==> config.mk <==
export PLATFORM = sky130hd
export DESIGN_NAME = imem_loader
export DESIGN_NICKNAME = d
export VERILOG_FILES = /design/src/rtl/imem_loader.sv
export SDC_FILE = /design/constraint.sdc
export NUM_CORES = 1
export LEC_CHECK = 0
export ABC_AREA = 1
export CORE_UTILIZATION = 58
export CTS_CLUSTER_SIZE = 20
export DETAILED_ROUTE_END_ITERATION = 8
export PLACE_DENSITY = 0.87
export REMOVE_ABC_BUFFERS = 1
export SYNTH_ARGS = -nofsm -noshare
export SYNTH_HDL_FRONTEND = slang
export SYNTH_SLANG_ARGS = --single-unit
==> constraint.sdc <==
create_clock -name clk -period 2.6 [get_ports clk]
set_input_delay 0.26 -clock clk [delete_from_list [all_inputs] [get_ports clk]]
set_output_delay 0.26 -clock clk [all_outputs]
set_load 0.05 [all_outputs]
==> src/rtl/imem_loader.sv <==
// Boot loader: receives a length-prefixed, checksummed byte stream and writes
// little-endian 32-bit words into instruction memory, holding the CPU in reset until verified.
module imem_loader #(
  parameter logic [31:0] BASE_ADDR   = 32'h0000_0000,
  parameter int          DEPTH_WORDS = 1024
) (
  input  logic        clk,
  input  logic        reset,
  input  logic        start,
  input  logic        in_valid,
  input  logic [7:0]  in_data,
  output logic        in_ready,
  output logic        mem_we,
  output logic [31:0] mem_addr,
  output logic [31:0] mem_wdata,
  output logic        cpu_reset,
  output logic        busy,
  output logic        done,
  output logic        error
);

  localparam logic [31:0] DEPTH = 32'(DEPTH_WORDS);

  typedef enum logic [2:0] {
    S_IDLE, S_LEN, S_DATA, S_CSUM, S_DONE, S_ERROR
  } state_t;

  state_t      state, state_next;
  logic [1:0]  byte_cnt;
  logic [31:0] word_idx;
  logic [31:0] word_count;
  logic [23:0] shift_reg;
  logic [7:0]  sum;

  logic        accept;
  logic        start_ok;
  logic [31:0] assembled;
  logic [7:0]  sum_next;

  // Incoming byte lands on top, so after four bytes byte 0 sits in [7:0].
  assign accept    = in_valid && in_ready;
  assign start_ok  = start && (state == S_IDLE || state == S_DONE || state == S_ERROR);
  assign assembled = {in_data, shift_reg};
  assign sum_next  = sum + in_data;

  always_ff @(posedge clk or negedge reset) begin
    if (!reset) state <= S_IDLE;
    else        state <= state_next;
  end

  always_comb begin
    state_next = state;
    case (state)
      S_IDLE, S_DONE, S_ERROR: if (start) state_next = S_LEN;
      S_LEN: begin
        if (accept && byte_cnt == 2'd3) begin
          if (assembled > DEPTH)       state_next = S_ERROR;
          else if (assembled == 32'd0) state_next = S_CSUM;
          else                         state_next = S_DATA;
        end
      end
      S_DATA: begin
        if (accept && byte_cnt == 2'd3 && word_idx == word_count - 32'd1)
          state_next = S_CSUM;
      end
      S_CSUM: begin
        if (accept) state_next = (sum_next == 8'd0) ? S_DONE : S_ERROR;
      end
      default: state_next = S_IDLE;
    endcase
  end

  // Byte/word bookkeeping and the registered memory write port.
  always_ff @(posedge clk or negedge reset) begin
    if (!reset) begin
      byte_cnt   <= 2'd0;
      word_idx   <= 32'd0;
      word_count <= 32'd0;
      shift_reg  <= 24'd0;
      sum        <= 8'd0;
      mem_we     <= 1'b0;
      mem_addr   <= 32'd0;
      mem_wdata  <= 32'd0;
    end else begin
      mem_we <= 1'b0;
      if (start_ok) begin
        byte_cnt  <= 2'd0;
        word_idx  <= 32'd0;
        shift_reg <= 24'd0;
        sum       <= 8'd0;
      end else if (accept) begin
        sum       <= sum_next;
        byte_cnt  <= byte_cnt + 2'd1;
        shift_reg <= assembled[31:8];
        if (state == S_LEN && byte_cnt == 2'd3)
          word_count <= assembled;
        if (state == S_DATA && byte_cnt == 2'd3) begin
          mem_we    <= 1'b1;
          mem_addr  <= BASE_ADDR + {word_idx[29:0], 2'b00};
          mem_wdata <= assembled;
          word_idx  <= word_idx + 32'd1;
        end
      end
    end
  end

  // Status outputs are registered from the next state so they line up with it.
  always_ff @(posedge clk or negedge reset) begin
    if (!reset) begin
      in_ready  <= 1'b0;
      busy      <= 1'b0;
      done      <= 1'b0;
      error     <= 1'b0;
      cpu_reset <= 1'b1;
    end else begin
      in_ready  <= (state_next == S_LEN || state_next == S_DATA || state_next == S_CSUM);
      busy      <= (state_next == S_LEN || state_next == S_DATA || state_next == S_CSUM);
      done      <= (state_next == S_DONE);
      error     <= (state_next == S_ERROR);
      cpu_reset <= (state_next != S_DONE);
    end
  end

endmodule

==> reports/qor.yml, run 1 <==
outcome: "completed"
path_clk_slew_ns: 0.07
finClkSkew_ns: 0.0101
cts_tree: "done"
cp-startpoint: "word_idx[1]$_DFFE_PN0P_"
setup_viol: 0
grt_overflow: 0
pin_count: 82
synthFlopType: "dfrtp_1"
final.setup.tns_ns: 0
rr_endpoint: "word_idx[20]$_DFFE_PN0P_"
antenna_cells: 0
finish.utilization_pct: 71.6
ys_types: 49
cap_violations: 0
wl_mm: 21.5
yosysSeqAreaShare_pct: 49.4
total_power_uw: 9240
grt_first_pass_wirelength_mm: 35.0
critPathLaunchType: "flip-flop"
avgRoutedWirePerCell_um: 16.3
dpl.hpwl_mm: 15.4
io_buffers: 79
route.detailed.drc: 0
cp.required_ns: 2.92
synth_top_area_share_pct: 49.1
gp_congestion: 0.919
reg2reg_slack_ns: 0.28
p_leak_uw: 0.00475
irDropWorstVdd_uv: 588
critPathMaxFanout: 4
ys_warn_count: 0
coreArea_um2: 14100
synthTopCellsByArea: "dfrtp_1, nand2_1, o21ai_0"
path_class: "flip-flop to flip-flop"
drtPass1Iterations: 6
dieArea_um2: 15200
cts_setup_buffers: 0
hold_path.class: "primary input to async pin"
rows: 43
clock_sinks: 168
p_switching_uw: 3720
htreeDepth: 4
cp.arrival_ns: 2.64
pwr-share-comb_pct: 35.9
clk_path_buf_depth: 2
power_density_nw_per_um2: 915
slew_headroom_pct: 58.3
synth_edf_count: 0
worstSkewPairLatency_ns: 0.44
drv_slew: 0
start_util_pct: 60.4
netlist_area_um2: 8510
antenna_found_initial: 0
async_flop_share_pct: 100
final_layout_size_suffix_gt1_share_pct: 6.60
dieHeight_um: 123
via_per_inst: 5.65
power.internal_uw: 5520
grt_use_total_pct: 30.5
pwr-share-clk_pct: 26.9
fmax_ghz: 0.431
drtIter0Drc: 627
ctsRootBufferMaster: "clkbuf_16"
grt_start_max_net_pins: 123
drtAntennaViolNets: 0
synthesis.instances: 1053
syn_to_final_growth_pct: 18.6
cts_buffers: 17
rsz0062_at_grt: "false"
ys_ff_latch: 168
reg2reg_from: "word_idx[1]$_DFFE_PN0P_"
vias: 7443
hold_viol_final: 0
swShare_pct: 40.3
grt_pass1_vias: 7011
top_regs: "mem_wdata (32), word_count (32), word_idx (32)"
worst_pin_slew_ns: 0.625
die_width_um: 123
endpoint_kind: "flip-flop"
fin_crit_sh_pct: 89.3
nets: 1147
avgSynthCellArea_um2: 8.09
seq_power_share_pct: 37.2
synth_top_area_cell: "dfrtp_1"
period_minus_slack_ns: 2.32
r2r_cells: 14
cp-endpoint: "word_idx[20]$_DFFE_PN0P_"
==> worst min path at each step <==
stage | endpoint | slack [ns] | depth (start not counted)
after floorplan | busy$_DFF_PN0_ | -0.04 | 0
after detailed placement | mem_addr[8]$_DFFE_PN0P_ | 0.30 | 1
after global placement | mem_addr[6]$_DFFE_PN0P_ | 0.30 | 1
after global routing | mem_addr[8]$_DFFE_PN0P_ | 0.46 | 2
final | word_idx[6]$_DFFE_PN0P_ | 0.39 | 2
after CTS | mem_addr[8]$_DFFE_PN0P_ | 0.41 | 2
==> routing by layer <==
| metal | track usage [%] | wire length (um) |
|---|---|---|
| met4 | 13.6 | 637 |
| met3 | 4.57 | 1100 |
| met2 | 49.0 | 10200 |
| met5 | 0 | 0 |
| met1 | 41.0 | 9500 |
==> stage by stage <==
stage	hold WS (ns)	area [um^2]	cells	setup WS, ns
6_report	0.390	10100	1317	0.279
5_1_grt	0.456	10100	1317	0.0374
4_1_cts	0.410	10100	1317	0.287
3_5_place_dp	0.299	9500	1284	0.0908
3_3_place_gp	0.297	9500	1284	0.199
2_1_floorplan	-0.0356	8340	1011	-1.14
==> cell type report <==
cell class	instances	area [um^2]
well taps	180	225
repair buffers	94	945
clock inverters	14	139
multi-input cells	728	3710
inverters	115	433
fillers	1098	4000
flip-flops and latches	168	4210
clock buffers	18	439
==> synthesized netlist by cell type, types with 2 or more instances <==
library cell	n
a21o_1	2
a21oi_1	16
a31oi_1	5
buf_4	4
clkbuf_1	37
dfrtp_1	167
ha_1	10
inv_1	110
inv_2	5
nand2_1	252
nand3_1	42
nand3_2	4
nand3b_1	5
nand4_1	34
nor2_1	113
nor2_2	6
nor2_4	4
nor3_1	17
nor3b_1	2
nor4_1	7
o211ai_1	2
o21ai_0	109
o21ai_1	8
o22ai_1	26
o31ai_1	2
xnor2_1	15
xor2_1	27
==> kinds of logic after synthesis <==
family | share of synthesized area, %
AND/OR/NAND/NOR | 25.8
AO/OA/AOI/OAI | 11.6
flip-flops | 49.4
buffers and inverters | 7.16
XOR/XNOR | 4.32
adder cells (fa/ha/maj) | 1.70
other | 0.0440
==> repair_timing <==
action | 4_1_cts | 5_1_grt
hold endpoints to repair | 66 | 0
setup endpoints to repair | 0 | 1
resized for setup | 0 | 2
hold buffers | 1 | 0
==> critical path, cell delays in order (launching register included) <==
cell	delay, ns
dfrtp_1	0.41
ha_1	0.19
nand2_1	0.08
inv_2	0.09
nand4_1	0.18
inv_2	0.14
nand2_1	0.09
nor2_2	0.16
nand2_1	0.11
nor2_1	0.18
nand2_1	0.09
nor2_2	0.15
nand2_1	0.10
o21ai_1	0.17
a21oi_1	0.06
==> cells in the final DEF, fill, tap and decap left out, types with 7 or more instances in the layout <==
master,n
nor2_1,111
buf_4,11
a21oi_1,16
nor4_1,7
nor2_2,8
o21ai_0,109
xnor2_1,15
clkdlybuf4s50_1,78
inv_1,110
dfrtp_1,167
o21ai_1,8
ha_1,10
nand2_1,252
xor2_1,27
nand3_1,42
o22ai_1,26
clkbuf_16,17
nor3_1,17
nand4_1,34
==> power groups by stage <==
stage	sequential, uW	clock, uW	combinational, uW
final	3430	2480	3320
after global routing	3490	2610	3690
after CTS	3420	2500	3300
after detailed placement	3460	0	3240
after global placement	3450	0	3190
after floorplan	3510	0	2200
(Power assumes the default switching activity.)
==> run 2, diff against run 1 <==
--- a/config.mk
+++ b/config.mk
@@ -5,11 +5,11 @@
 export SDC_FILE = /design/constraint.sdc
 export NUM_CORES = 1
 export LEC_CHECK = 0
-export ABC_AREA = 1
-export CORE_UTILIZATION = 58
+export ABC_AREA = 0
+export CORE_UTILIZATION = 52
 export CTS_CLUSTER_SIZE = 20
 export DETAILED_ROUTE_END_ITERATION = 8
-export PLACE_DENSITY = 0.87
+export PLACE_DENSITY = 0.83
 export REMOVE_ABC_BUFFERS = 1
 export SYNTH_ARGS = -nofsm -noshare
 export SYNTH_HDL_FRONTEND = slang
==> constraint.sdc (replaced) <==
create_clock -name clk -period 2.1 [get_ports clk]
set_input_delay 0.21 -clock clk [delete_from_list [all_inputs] [get_ports clk]]
set_output_delay 0.21 -clock clk [all_outputs]
set_load 0.02 [all_outputs]
==> run 2 against run 1 <==
  * The run now ends with setup timing left
  * Clock power rose by 22%
  * Cell count fell by 3.7%
  * Area after synthesis fell by 2.5%
  * Count of clock-buffer cells in the layout did not move
  * Non-clock buffer count rose by 187
  * Routed wire length rose by 38%
  * Setup slack got worse by 1.2 ns
  * Global-route usage fell by 0.24 points
  * Sequential power rose by 27%
  * Die area rose by 8.6%
  * Largest cell class is now multi-input gates
==> reports/qor.yml, run 2 <==
wl_mm: 29.6
dieArea_um2: 16500
max_stage_delay_ns: 0.54
fillers: 799
final_common_cell: "dfrtp_1"
irDropWorstVdd_uv: 1020
dieHeight_um: 128
die_width_um: 128
final_layout_size_suffix_gt1_share_pct: 39.1
cp.required_ns: 2.48
worstSkewPairLatency_ns: 0.45
coreArea_um2: 15400
place_inst: 1190
antenna_cells: 0
fin_hold_ws_ns: 0.322
dpl.hpwl_mm: 15.1
synth_top_area_cell: "dfrtp_1"
netlist_area_um2: 8300
total_power_uw: 14600
critPathTopFamily: "simple AND/OR/NAND/NOR gates"
drtIter0Drc: 948
ctsRootBufferMaster: "clkbuf_16"
critPathMaxFanout: 2
htreeDepth: 4
synth_edf_count: 0
via_per_inst: 6.38
start_util_pct: 54.0
vias: 8086
synth_top_area_share_pct: 50.3
avgSynthCellArea_um2: 10.5
rsz0062_at_grt: "true"
synth.top_cells.by_count: "dfrtp_1, nand2_1, mux2_2, a21oi_1, nor2_1"
yosysSeqAreaShare_pct: 50.6
hold_path.class: "primary input to async pin"
route.detailed.drc: 0
outcome: "finished, violations left"
rows: 45
pin_count: 82
grt_pass1_vias: 7401
drtAntennaViolNets: 0
slew_headroom_pct: 52.6
synth_most_common_cell: "dfrtp_1"
io_buffers: 79
drv_slew: 0
antenna_found_initial: 0
grt_first_pass_wirelength_mm: 38.2
avgRoutedWirePerCell_um: 23.3
path_class: "flip-flop to flip-flop"
gp_congestion: 0.919
p_leak_uw: 0.00568
finalNonFillerCells: 1268
grt_overflow: 0
setup_viol: 101
hold_viol_final: 0
finClkSkew_ns: 0.0143
endpoint_kind: "flip-flop"
timing.final.ws_setup_ns: -0.884
syn_to_final_growth_pct: 45.6
crit_chain: "or4_4, buf_6, nor4_4, nand3_2, xor2_1, o21a_1, or4_4, nor4_4, a21bo_1"
path_clk_slew_ns: 0.07
synthFlopType: "dfrtp_1"
power_density_nw_per_um2: 1200
synthTopCellsByArea: "dfrtp_1, mux2_2, nand2_1"
crit_path_top_delay_cell: "or4_4"
top_regs: "mem_wdata (32), word_count (32), word_idx (32)"
cts_buffers: 17
ys_ff_latch: 168
ys_types: 52
violations: "setup timing"
cp.arrival_ns: 3.36
cp_num_buf_inv: 1
fmax_ghz: 0.335
grt_use_total_pct: 30.2
synthesis.instances: 792
async_flop_share_pct: 100
grt_start_max_net_pins: 69
cts_tree: "done"
period_minus_slack_ns: 2.98
most-common-layout-cells: "dfrtp_1, buf_4, mux2_2, nand2_1, clkdlybuf4s50_1"
clk_path_buf_depth: 2
nets: 1068
cap_violations: 0
critPathLaunchType: "flip-flop"
ys_warn_count: 0
worst_pin_slew_ns: 0.707
fin_crit_sh_pct: 142
clock_sinks: 168
drtPass1Iterations: 6
run 2: cell types whose count changed in the layout (fill, tap and decap cells not counted), moves of 23 or more:
cell | before | now
mux2_2 | 0 | 93
o22ai_1 | 26 | 2
nand4_1 | 34 | 11
o21ai_0 | 109 | 10
buf_4 | 11 | 159
inv_1 | 110 | 13
buf_6 | 1 | 27
nand2_1 | 252 | 88
nor2_1 | 111 | 40
run 2: repair_timing:
| item | 4_1_cts | 5_1_grt |
|---|---|---|
| endpoints found under the setup margin | 55 | 88 |
| buffers inserted | 12 | 27 |
| hold endpoints to repair | 62 | 0 |
| cloned | 2 | 7 |
| pin swaps | 17 | 38 |
| hold buffers | 1 | 0 |
| resized for setup | 55 | 105 |
run 2: path summary, 6_finish.rpt:
check                           cells past startpoint                        from                        end  slack [ns]
worst min-delay path                                2                       reset    word_idx[2]$_DFFE_PN0P_        0.32
min in group clk                                    3                  in_data[1]  mem_wdata[25]$_DFFE_PN0P_        0.32
worst max-delay path                                9  word_count[16]$_DFFE_PN0P_         state[0]$_DFF_PN0_       -0.88
worst max register to register                      9  word_count[16]$_DFFE_PN0P_         state[0]$_DFF_PN0_       -0.88
worst min register to register                      1    mem_addr[22]$_DFFE_PN0P_   mem_addr[22]$_DFFE_PN0P_        0.50
max in group asynchronous                           3                       reset         sum[3]$_DFFE_PN0P_        1.06
run 2: cell families after synthesis:
logic type	count (synthesis)	share of synthesized area, %
xor gates and xnor gates	67	7.07
adders and majority gates	11	1.75
other	1	0.0452
muxes	101	13.6
AOI/OAI and AO/OA	107	7.68
buffers and inverters	62	2.98
DFF	168	50.6
and+or+nand+nor	275	16.2
run 2: layout make-up:
| class | instances | area (um^2) | share of cell area (%) |
|---|---|---|---|
| clock buffer | 18 | 439 | 3.63 |
| clock inverter | 13 | 121 | 1.00 |
| inverter | 14 | 55.1 | 0.455 |
| multi-input combinational | 563 | 4350 | 36.0 |
| sequential | 168 | 4210 | 34.8 |
| tap | 211 | 264 | 2.18 |
| timing repair buffer | 281 | 2660 | 22.0 |
run 2: routing by layer:
layer	global-route usage [%]	vias up	wire, um
met2	52.1	603	14300
met3	5.78	208	2710
met5	0	-	0
li1	-	3293	-
met4	12.5	0	1870
met1	37.4	3982	10700
run 2: report_power, final:
group	internal (uW)	switching, uW
sequential	3830	518
clock	1670	1360
combinational	3220	3970
total	8720	5850
run 2: worst reg2reg max path, delay by kind of cell, from the launching register on:
family / cells / cell delay, ns
AND/OR/NAND/NOR: 5 / 1.83
flip-flops: 1 / 0.41
AO/OA/AOI/OAI: 2 / 0.34
XOR/XNOR: 1 / 0.19
buffers and inverters: 1 / 0.16
run 2: stage by stage:
stage          utilization, %  cell area [um^2]  setup TNS (ns)  setup WS [ns]
2_1_floorplan               -              8110         -171.96          -2.22
3_3_place_gp             67.5             10400          -29.49         -0.981
3_5_place_dp             67.5             10400          -31.90          -1.11
6_report                 78.7             12100          -24.45         -0.884
4_1_cts                  73.8             11300           -3.28         -0.631
5_1_grt                  78.7             12100          -28.67         -0.906
